`config.mk`:
```
export PLATFORM = sky130hd
export DESIGN_NAME = semaforo_ctrl
export DESIGN_NICKNAME = d
export VERILOG_FILES = /design/src/rtl/semaforo_ctrl.sv
export SDC_FILE = /design/constraint.sdc
export NUM_CORES = 1
export LEC_CHECK = 0
export BUFFER_PORTS_ARGS = -buffer_cell sky130_fd_sc_hd__buf_2
export CORE_MARGIN = 2
export CORE_UTILIZATION = 59
export CTS_CLUSTER_DIAMETER = 100
export DETAILED_ROUTE_END_ITERATION = 10
export PLACE_DENSITY = 0.83
export SLEW_MARGIN = 20
export SYNTH_ARGS = -nofsm -noshare
export SYNTH_HDL_FRONTEND = slang
export SYNTH_SLANG_ARGS = --single-unit
```
`constraint.sdc`:
```
create_clock -name clk -period 3.46 [get_ports clk]
set_input_delay 0.519 -clock clk [delete_from_list [all_inputs] [get_ports clk]]
set_output_delay 0.519 -clock clk [all_outputs]
set_load 0.02 [all_outputs]
```
`src/rtl/semaforo_ctrl.sv`:
```
// ---------------------------------------------------------------------------
// semaforo_ctrl
// Controller for a two-approach intersection: NS is the main road, EW is the
// side road. A tick prescaler drives a six-phase cycle:
//   NS_GREEN -> NS_YELLOW -> ALLRED_A -> EW_GREEN -> EW_YELLOW -> ALLRED_B
// A pedestrian request is latched until it is served. Once the minimum green
// time has elapsed, a pending request cuts NS green short. ped_ack pulses for
// one cycle after the NS green that served the request.
// While maintenance mode is on, the lights follow the manual inputs and all
// timing state is frozen. If both manual greens are on, both approaches are
// forced to red.
//
// Optional feature (macro SEMAFORO_FLASH_EN): adds a 'night' input. While it
// is high, both approaches flash yellow and the phase cycle is parked in
// ALLRED_B.
//
// Ports:
//   clk        in   system clock, rising edge
//   rst_n      in   asynchronous active-low reset
//   maint      in   maintenance override enable
//   man_ns     in   [2:0] manual NS lights {red,yellow,green}
//   man_ew     in   [2:0] manual EW lights {red,yellow,green}
//   ped_req    in   pedestrian request, sampled every cycle
//   night      in   flashing night mode (only with SEMAFORO_FLASH_EN)
//   ped_ack    out  one-cycle pulse when a pending request is served
//   ns_lights  out  [2:0] NS lights {red,yellow,green}
//   ew_lights  out  [2:0] EW lights {red,yellow,green}
//   phase      out  [2:0] current phase encoding
// ---------------------------------------------------------------------------
module semaforo_ctrl #(
  parameter int CLK_DIV         = 4,
  parameter int GREEN_TICKS     = 6,
  parameter int MIN_GREEN_TICKS = 2,
  parameter int YELLOW_TICKS    = 2,
  parameter int ALLRED_TICKS    = 1,
  parameter int CNT_W           = 8
) (
  input  logic       clk,
  input  logic       rst_n,
  input  logic       maint,
  input  logic [2:0] man_ns,
  input  logic [2:0] man_ew,
  input  logic       ped_req,
`ifdef SEMAFORO_FLASH_EN
  input  logic       night,
`endif
  output logic       ped_ack,
  output logic [2:0] ns_lights,
  output logic [2:0] ew_lights,
  output logic [2:0] phase
);

  typedef enum logic [2:0] {
    NS_GREEN  = 3'd0,
    NS_YELLOW = 3'd1,
    ALLRED_A  = 3'd2,
    EW_GREEN  = 3'd3,
    EW_YELLOW = 3'd4,
    ALLRED_B  = 3'd5
  } phase_e;

  localparam logic [2:0] LIGHT_RED    = 3'b100;
  localparam logic [2:0] LIGHT_YELLOW = 3'b010;
  localparam logic [2:0] LIGHT_GREEN  = 3'b001;

  // Each duration is stored as its last timer value so it can be compared
  // with the timer directly.
  localparam logic [CNT_W-1:0] PRESC_LAST  = CNT_W'(CLK_DIV - 1);
  localparam logic [CNT_W-1:0] GREEN_LAST  = CNT_W'(GREEN_TICKS - 1);
  localparam logic [CNT_W-1:0] MIN_LAST    = CNT_W'(MIN_GREEN_TICKS - 1);
  localparam logic [CNT_W-1:0] YELLOW_LAST = CNT_W'(YELLOW_TICKS - 1);
  localparam logic [CNT_W-1:0] ALLRED_LAST = CNT_W'(ALLRED_TICKS - 1);

  phase_e           phase_q,    phase_d;
  logic [CNT_W-1:0] presc_q,    presc_d;
  logic [CNT_W-1:0] timer_q,    timer_d;
  logic             ped_pend_q, ped_pend_d;
  logic             ped_ack_q,  ped_ack_d;
`ifdef SEMAFORO_FLASH_EN
  logic             flash_q,    flash_d;
`endif

  logic             tick;
  logic             earlyExit;
  logic             phaseDone;
  logic             serve;
  logic [CNT_W-1:0] phaseLast;
  phase_e           phaseNext;

  assign tick = (presc_q == PRESC_LAST);

  always_comb begin
    phaseLast = ALLRED_LAST;
    phaseNext = NS_GREEN;
    unique case (phase_q)
      NS_GREEN:  begin phaseLast = GREEN_LAST;  phaseNext = NS_YELLOW; end
      NS_YELLOW: begin phaseLast = YELLOW_LAST; phaseNext = ALLRED_A;  end
      ALLRED_A:  begin phaseLast = ALLRED_LAST; phaseNext = EW_GREEN;  end
      EW_GREEN:  begin phaseLast = GREEN_LAST;  phaseNext = EW_YELLOW; end
      EW_YELLOW: begin phaseLast = YELLOW_LAST; phaseNext = ALLRED_B;  end
      ALLRED_B:  begin phaseLast = ALLRED_LAST; phaseNext = NS_GREEN;  end
      default:   begin phaseLast = ALLRED_LAST; phaseNext = NS_GREEN;  end
    endcase
  end

  // A pending request may end NS green on any tick once the minimum green
  // time has elapsed.
  assign earlyExit = (phase_q == NS_GREEN) && ped_pend_q && (timer_q >= MIN_LAST);
  assign phaseDone = (timer_q == phaseLast) || earlyExit;

  // Next-state logic. Under maintenance mode only the pedestrian latch keeps
  // moving. A request that arrives in the serve cycle is latched again, so it
  // is not lost.
  always_comb begin
    presc_d    = presc_q;
    timer_d    = timer_q;
    phase_d    = phase_q;
    ped_pend_d = ped_pend_q | ped_req;
    ped_ack_d  = 1'b0;
    serve      = 1'b0;
`ifdef SEMAFORO_FLASH_EN
    flash_d    = flash_q;
`endif
    if (maint) begin
      presc_d = presc_q;
`ifdef SEMAFORO_FLASH_EN
    end else if (night) begin
      presc_d    = tick ? '0 : presc_q + CNT_W'(1);
      timer_d    = '0;
      phase_d    = ALLRED_B;
      ped_pend_d = 1'b0;
      if (tick) flash_d = ~flash_q;
`endif
    end else begin
      presc_d = tick ? '0 : presc_q + CNT_W'(1);
      if (tick) begin
        if (phaseDone) begin
          phase_d = phaseNext;
          timer_d = '0;
          serve   = (phase_q == NS_GREEN);
        end else begin
          timer_d = timer_q + CNT_W'(1);
        end
      end
      ped_pend_d = (ped_pend_q & ~serve) | ped_req;
      ped_ack_d  = serve & ped_pend_q;
    end
  end

  always_ff @(posedge clk or negedge rst_n) begin
    if (!rst_n) begin
      phase_q    <= ALLRED_B;
      presc_q    <= '0;
      timer_q    <= '0;
      ped_pend_q <= 1'b0;
      ped_ack_q  <= 1'b0;
`ifdef SEMAFORO_FLASH_EN
      flash_q    <= 1'b0;
`endif
    end else begin
      phase_q    <= phase_d;
      presc_q    <= presc_d;
      timer_q    <= timer_d;
      ped_pend_q <= ped_pend_d;
      ped_ack_q  <= ped_ack_d;
`ifdef SEMAFORO_FLASH_EN
      flash_q    <= flash_d;
`endif
    end
  end

  // The lights are decoded directly from the registered phase, so they change
  // in the same cycle as the phase. Maintenance mode has top priority, and
  // two manual greens are never allowed to reach the outputs together.
  always_comb begin
    ns_lights = LIGHT_RED;
    ew_lights = LIGHT_RED;
    unique case (phase_q)
      NS_GREEN:  ns_lights = LIGHT_GREEN;
      NS_YELLOW: ns_lights = LIGHT_YELLOW;
      EW_GREEN:  ew_lights = LIGHT_GREEN;
      EW_YELLOW: ew_lights = LIGHT_YELLOW;
      default:   ns_lights = LIGHT_RED;
    endcase
    if (maint) begin
      if (man_ns[0] && man_ew[0]) begin
        ns_lights = LIGHT_RED;
        ew_lights = LIGHT_RED;
      end else begin
        ns_lights = man_ns;
        ew_lights = man_ew;
      end
`ifdef SEMAFORO_FLASH_EN
    end else if (night) begin
      ns_lights = {1'b0, flash_q, 1'b0};
      ew_lights = {1'b0, flash_q, 1'b0};
`endif
    end
  end

  assign phase   = phase_q;
  assign ped_ack = ped_ack_q;

endmodule
```
==> results.txt, run 1 <==
The floorplan step set the die height to 50.2 µm. Leading area contributor after synthesis: dfrtp_1. The post-synthesis async set-or-reset flop share is 1.00.

At the worst endpoint, the arrival time is 2.59 ns. Largest net degree at the start of global routing: 22. The flow ran to the end, and the final reports show no timing, DRC or antenna violations. The Yosys step of the flow raised 0 warnings. The peak clock frequency supported by timing came out at 416 MHz. The worst setup path is of the flop to flop kind.

Clock tree synthesis inserted a total of 3 buffers. For this run, the slowest stage of the critical path takes 0.72 ns. After detailed routing, the number of remaining DRC violations is 0. Final number of max-transition violations: 0. In this run the clock root is driven by a clkbuf_4. Data on the critical path is required at its endpoint by 3.65 ns. The share of final-layout standard cells stronger than drive strength 1 works out to 0.200. The final setup violation count is 0. The logs give 0.636 for the initial core utilization and 1 for the maximum level of the CTS H-tree. A synthesized cell averages 9.33 µm².

The most used flip-flop cell after synthesis is dfrtp_1. For the via count of the first global-routing pass, the log shows 971. The first global-routing pass estimated 4170 µm of wire.

The later pin in the worst-skew pair is clocked with a latency of 0.30 ns. The power after layout came out at 0.000711 W. The clock drives 21 sinks. The number of antenna violations at the first check in global routing is 0. Number of flops mapped to enable cells by yosys: 0.

The run gives 0 as the antenna diode instance count. Across the run, the number of max-cap violations was 0. The count of buffers added on input and output ports is 19. Final RePlAce weighted congestion: 0.827. Among all stages on the critical path, the largest delay is contributed by a21oi_1. For this run, the detailed router's first-pass iteration total came to 5. The portion of synthesized cell area occupied by the leading cell type is 0.377. The kind of launch point of the worst setup path was a flop.

For this design the static power due to leakage is 0.622 nW. The count of nets left with antenna violations once routing finished came out at 0. For the die outline area, the log shows 0.00252 mm². Setup repair after global routing left no endpoint under its margin. In this run, the number of DRC markers left after iteration 0 of detailed routing was 39. For this design the top-level I/O count stands at 20. The count of different cell masters after synthesis is 37.

The logs give 1860 µm for the HPWL reported at the end of detailed placement and 2 for the number of buffers on the longest clock path. The logs give 0 for the total of cells resized after clock tree synthesis and 0.402 for the worst slew slack as a fraction of its limit. The routed design has 2480 µm of wire. The number of synthesized register bits was 21.

The synthesized netlist occupies a cell area of 0.00126 mm². The logs give 0.423 mV for the worst voltage drop across the vdd grid and 0 for the post-CTS setup buffer count. The worst clock skew was 0.0122 ns; the proportion of synthesized chip area in sequential cells was 0.419.

The biggest fanout along the worst timing path was 12. The global-route congestion overflow total was 0. Summed over all failing endpoints, the final setup total negative slack is 0 ns.

The most numerous cell type found on the critical path is nor3_1. The tools report the hold violation count in the final report as 0. The total global routing track utilization is 0.214, and the post-CTS clock slew at the launch and capture registers of the worst setup and hold paths is 0.12 ns.

By area the synthesized netlist is led by dfrtp_1, xnor2_1, nor2_1. The tools report the post-layout net count as 165. The worst setup path is captured at a flop. The average via count per standard cell works out to 5.94. Buffers inserted to repair hold after CTS numbered 0. At the pin with the least slew margin, the transition time is 0.897 ns. After layout, the minimum clock period comes to 2.41 ns. Relative to the synthesized area, the layout overhead comes to 9.14%.

The total power divided by cell area works out to 517 mW/mm². When the netlist entered floorplanning its net count stood at 149. The number of placement rows was 16; the number of vias in the routed layout was 1,051. Measured along the x axis, the die boundary spans 50.2 µm. The total area inside the core boundary comes to 0.00198 mm². The total of fill cells in the finished design was 163.

Portion of the clock cycle consumed by the worst path in the final layout: 0.695. Dividing the detail-routed wire length by the instance count gives 14.0 µm. The tightest min-delay check is of the input port to asynchronous set/reset pin type. Traced cell by cell, the critical path runs through nor3_1 > nand2_1 > a21oi_1 > nor3_1 > mux2_2. The number of instances in the synthesized netlist came out at 135. TritonCTS built the clock tree.
==> logic make-up after synthesis <==
kind of cell | after synthesis | synth area share
xor+xnor | 9 | 0.0626
flops | 21 | 0.419
mux | 4 | 0.0348
simple gates | 58 | 0.238
fa+ha+maj | 4 | 0.0397
buf+inv | 12 | 0.0447
compound gates | 27 | 0.161
==> cell usage in the layout (no fill, tap or decap), drive strengths merged, types with 3 or more instances in the layout <==
cell and n:
nor2b 3, nor3 8, mux2 3, o21ai 3, nor2 15, buf 19
inv 4, xnor2 7, a22o 5, o31ai 3, and3 4, nand2 13
nand3 4, clkbuf 3, dfrtp 19, nand4 4, a21oi 5, ha 4
==> synth_stat cells, types with 5 or more instances <==
cell type	n
nand2_1	13
nor3_1	8
nor2_1	15
a21oi_1	5
a22o_1	5
dfrtp_1	19
xnor2_1	7
==> registers in the layout (all words and copies together) (netlist names) <==
signal      flops
ped_ack         1
presc_q         8
ped_pend_q      1
phase           3
timer_q         8
==> per-stage QoR <==
stage	instances	setup WS [ns]	hold WS [ns]	cell area (µm²)	util
6_report	177	1.05	0.145	1380	0.694
5_1_grt	177	0.756	0.176	1380	0.694
4_1_cts	177	1.05	0.161	1380	0.694
3_5_place_dp	173	1.07	0.469	1350	0.680
3_3_place_gp	173	1.25	0.469	1350	0.680
2_1_floorplan	135	1.41	0.223	1260	-
==> cell type report <==
class	count	area, µm²	area share
clock buffer	3	22.5	0.0164
clock inverter	1	5.00	0.00364
inverter	4	15.0	0.0109
multi-input combinational	102	676	0.491
sequential	21	528	0.384
tap	27	33.8	0.0246
timing repair buffer	19	95.1	0.0692
==> power by group <==
group	switching [W]	leakage, nW	internal (W)
clock	0.0000739	0.0177	0.0000430
sequential	0.0000702	0.248	0.000302
combinational	0.000116	0.355	0.000107
total	0.000260	0.622	0.000452
==> worst max-delay path, delay by kind of cell, from the launching register on <==
| family | cells | cell delay [ns] |
|---|---|---|
| AO/OA/AOI/OAI | 1 | 0.72 |
| multiplexers | 1 | 0.33 |
| flip-flops | 1 | 0.49 |
| AND/OR/NAND/NOR | 3 | 0.76 |
==> path summary, 6_finish.rpt <==
check	to	cells after the start	slack [ns]	from
max	timer_q[0]$_DFFE_PN0P_	5	1.05	phase[1]$_DFFE_PN0P_
min	presc_q[4]$_DFFE_PN0N_	1	0.14	rst_n
max reg2reg	timer_q[0]$_DFFE_PN0P_	5	1.05	phase[1]$_DFFE_PN0P_
min reg2reg	presc_q[7]$_DFFE_PN0N_	1	0.48	presc_q[7]$_DFFE_PN0N_
max in group asynchronous	phase[2]$_DFFE_PN1P_	1	2.95	rst_n
min in group clk	ped_pend_q$_DFF_PN0_	2	0.40	ped_req
==> layer usage <==
metal  GRT usage  vias up  share of wire
li1            -      523              -
met1       0.287      492           0.46
met2       0.366       34           0.48
met3      0.0327        2          0.052
met4      0.0463        0         0.0056
met5           0        -              0
Note: power is estimated with default switching activity, not from simulation.
==> run 2: changes to the inputs <==
--- a/config.mk
+++ b/config.mk
@@ -7,10 +7,10 @@
 export LEC_CHECK = 0
 export BUFFER_PORTS_ARGS = -buffer_cell sky130_fd_sc_hd__buf_2
 export CORE_MARGIN = 2
-export CORE_UTILIZATION = 59
+export CORE_UTILIZATION = 50
 export CTS_CLUSTER_DIAMETER = 100
 export DETAILED_ROUTE_END_ITERATION = 10
-export PLACE_DENSITY = 0.83
+export PLACE_DENSITY = 0.75
 export SLEW_MARGIN = 20
 export SYNTH_ARGS = -nofsm -noshare
 export SYNTH_HDL_FRONTEND = slang
==> constraint.sdc (replaced) <==
create_clock -name clk -period 2 [get_ports clk]
set_input_delay 0.3 -clock clk [delete_from_list [all_inputs] [get_ports clk]]
set_output_delay 0.3 -clock clk [all_outputs]
set_load 0.02 [all_outputs]
==> run 2 against run 1 <==
Wire length up 6.5%. Core utilization down 7.3 points. Hold slack better by 0.046 ns. Highest routed layer unchanged. Sequential share of layout area down 3.4 points. Critical path type unchanged. Cell area up 9.7%. Critical path depth up 2. Power up 76%. Register-to-register slack worse by 0.99 ns. Maximum frequency up 24%. Largest power group unchanged. Sequential power up 69%.
==> results.txt, run 2 (synthesis results as in run 1) <==
Dominant delay contributor by cell family on the critical path: flip-flops. The average via count per standard cell works out to 5.65 (-4.8%). The type of element capturing the critical path was a flop. The cell at the root of the clock tree was clkbuf_4. The arrival time of the worst setup path was 2.13 ns (-0.46 ns). The total global routing track utilization is 0.201 (-0.0134), and the required time of the critical path is 2.19 ns (-1.46 ns). The area growth from synthesis to layout works out to 19.8%. The critical path goes through mux2i_2 > xnor2_1 > nor4b_4 > buf_4 > nor3_1 > buf_4 > mux2_2.

The number of vias in the routed layout came out at 1,097 (+4.4%). The instance area after placement is 0.00145 mm² (+7.5%), and the count of buffering cells on the critical path with inverters included is 2 (+2). The run gives 0 ns (unchanged) as the setup TNS. For the combinational cell fraction of total power, the log shows 0.338 (+0.025). The total of fill cells in the finished design is 220 (+35%), and the total number of clock tree sinks is 21 (unchanged). The core box area is 0.00243 mm² (+23%), and the share of final-layout standard cells stronger than drive strength 1 is 0.287 (+0.0866).

The iteration-0 DRC count of the detailed router is 42 (+7.7%), and the wire length of the first global-routing pass is 4280 µm (+2.7%). Number of routed nets with antenna violations: 0 (unchanged). The total power divided by cell area is 832 mW/mm² (+61%), and the peak clock frequency supported by timing is 516 MHz (+24%). Worst min-delay path class: input port to flop. The worst reg-to-reg setup slack is 0.06 ns (-0.99 ns).

The path length in cells of the critical path works out to 7 (+2). Height of the die: 54.2 µm (+7.9%). The switching fraction of total power is 0.354 (-0.0112).

The logs give 0.620 (-0.0734) for the fraction of the core area covered by cells at the end of the flow and 20 (unchanged) for the number of primary I/O pins. The logs give 22 (unchanged) for the largest net degree at the start of global routing and 1,017 (+4.7%) for the via count of the first global-routing pass. For the power share of the clock group, the log shows 0.160 (-0.004). The final number of max-transition violations is 0 (unchanged). For the final routed DRC violation total, the log shows 0 (unchanged). The worst setup path is launched from a flop. Post-CTS clock slew at the launch and capture registers of the worst setup and hold paths: 0.11 ns (about the same). The number of clock buffers inserted by TritonCTS is 3 (unchanged), and the internal power consumption is 0.000811 W (+80%). Hold violation count in the final report: 0 (unchanged). The mean routed wirelength per cell came out at 13.6 µm (-2.8%). Initial core utilization: 0.518 (-0.118). The leading cell type in the layout, fill and taps excluded is dfrtp_1. The depth of the worst hold-timing path came out at 2. The width of the die came out at 54.2 µm (+7.9%). For the total non-filler cell area in the finished layout, the log shows 0.00151 mm² (+9.7%). The die outline area is 0.00294 mm² (+17%). The run finished with clean final reports. The relative contribution of sequential cells to total power was 0.501 (-0.022); the number of port buffers was 19 (unchanged). The logs give 0.000444 W (+71%) for the net switching power of the design and 0 (unchanged) for the global-route congestion overflow total. The number of buffers on the longest clock path was 2 (unchanged). The post-CTS setup buffer count was 0 (unchanged); the max capacitance violation total was 0 (unchanged). The portion of the clock cycle consumed by the worst path in the final layout was 0.969 (+0.274). The path with the worst hold slack has its endpoint at ped_pend_q$_DFF_PN0_. Highest cell delay on the worst timing path: 0.60 ns (-0.12 ns). Number of detailed-routing iterations run before antenna repair: 5 (unchanged). The worst hold path begins at ped_req.

The logs give 0.643 mV (+52%) for the worst voltage drop across the vdd grid and 2650 µm (+6.5%) for the wire length reported by the detailed router. The worst clock skew was 0.00281 ns (-0.00937 ns); the number of antenna violations at the first check in global routing was 0 (unchanged). The run gives 0.30 ns (about the same) as the clock insertion delay at the later pin of the skew report. The pin slew with the least headroom to its limit was 0.468 ns (-0.429 ns).

The worst hold slack was 0.190 ns (+0.0457 ns); the leakage power was 0.690 nW (+11%). The critical path's slowest cell was dfstp_2. The HPWL reported at the end of detailed placement was 2000 µm (+7.7%); the minimum clock period was 1.94 ns (-0.467 ns). The startpoint-to-endpoint class of the critical path is flop to flop.

The tools report the antenna diode instance count as 0 (unchanged). The final RePlAce weighted congestion was 0.871 (+5.4%). The count of cells along the worst register-to-register path works out to 7 (+2). The number of placement rows was 18 (+2); the post-layout net count was 179 (+8.5%). The run gives 0 (unchanged) as the final setup violation count. The maximum level of the CTS H-tree is 1 (unchanged).

TritonCTS built the clock tree. Leaving out fill and tap cells, the most frequent cells in the layout are dfrtp_1, buf_2, nor2_1, buf_4, nand2_1. Most numerous cell on the critical path: buf_4.

The final standard cell count with taps included and fillers excluded was 194 (+9.6%). The worst reg2reg path startpoint was phase[0]$_DFFE_PN1P_. The total placed cells including tap cells came out at 189 (+9.2%). In this run the critical register-to-register path is captured at timer_q[0]$_DFFE_PN0P_. The worst slew slack as a fraction of its limit is 0.688 (+0.286). The biggest fanout along the worst timing path came out at 10 (-2).
[run 2: layout make-up]
| class | instances | area [µm²] | area share |
|---|---|---|---|
| clock buffer | 4 | 26.3 | 0.0174 |
| inverter | 4 | 15.0 | 0.00995 |
| timing repair buffer | 33 | 209 | 0.138 |
| multi-input combinational | 102 | 693 | 0.459 |
| tap | 30 | 37.5 | 0.0249 |
| sequential | 21 | 528 | 0.350 |
[run 2: how the worst max path moves through the flow]
stage,from,endpoint
floorplan,phase[0]$_DFFE_PN1P_,timer_q[0]$_DFFE_PN0P_
global placement,timer_q[0]$_DFFE_PN0P_,phase[0]$_DFFE_PN1P_
detailed placement,timer_q[0]$_DFFE_PN0P_,phase[0]$_DFFE_PN1P_
CTS,timer_q[0]$_DFFE_PN0P_,phase[0]$_DFFE_PN1P_
global route,phase[0]$_DFFE_PN1P_,ew_lights[2]
finish,phase[0]$_DFFE_PN1P_,timer_q[0]$_DFFE_PN0P_
[run 2: metal layers]
metal | track usage | wire (µm)
met4 | 0.0833 | 20
met2 | 0.317 | 1260
met5 | 0 | 0
met1 | 0.266 | 1200
met3 | 0.0417 | 157
[run 2: power groups by stage]
stage          logic (W)  clock network [W]  registers [W]
3_5_place_dp    0.000422                  0       0.000636
2_1_floorplan   0.000305                  0       0.000618
5_1_grt         0.000483           0.000231       0.000650
6_report        0.000424           0.000201       0.000629
3_3_place_gp    0.000411                  0       0.000631
4_1_cts         0.000428           0.000208       0.000627
[run 2: stage by stage]
| stage | total power [W] | setup slack (ns) |
|---|---|---|
| 2_1_floorplan | 0.000923 | 0.0114 |
| 3_3_place_gp | 0.00104 | 0.0973 |
| 3_5_place_dp | 0.00106 | 0.0637 |
| 4_1_cts | 0.00126 | 0.0455 |
| 5_1_grt | 0.00136 | -0.00594 |
| 6_report | 0.00126 | 0.0617 |
[run 2: what timing repair did]
item,CTS,global route
resized for setup,1,7
endpoints found under the hold margin,19,0
hold buffers,1,0
setup endpoints to repair,2,4
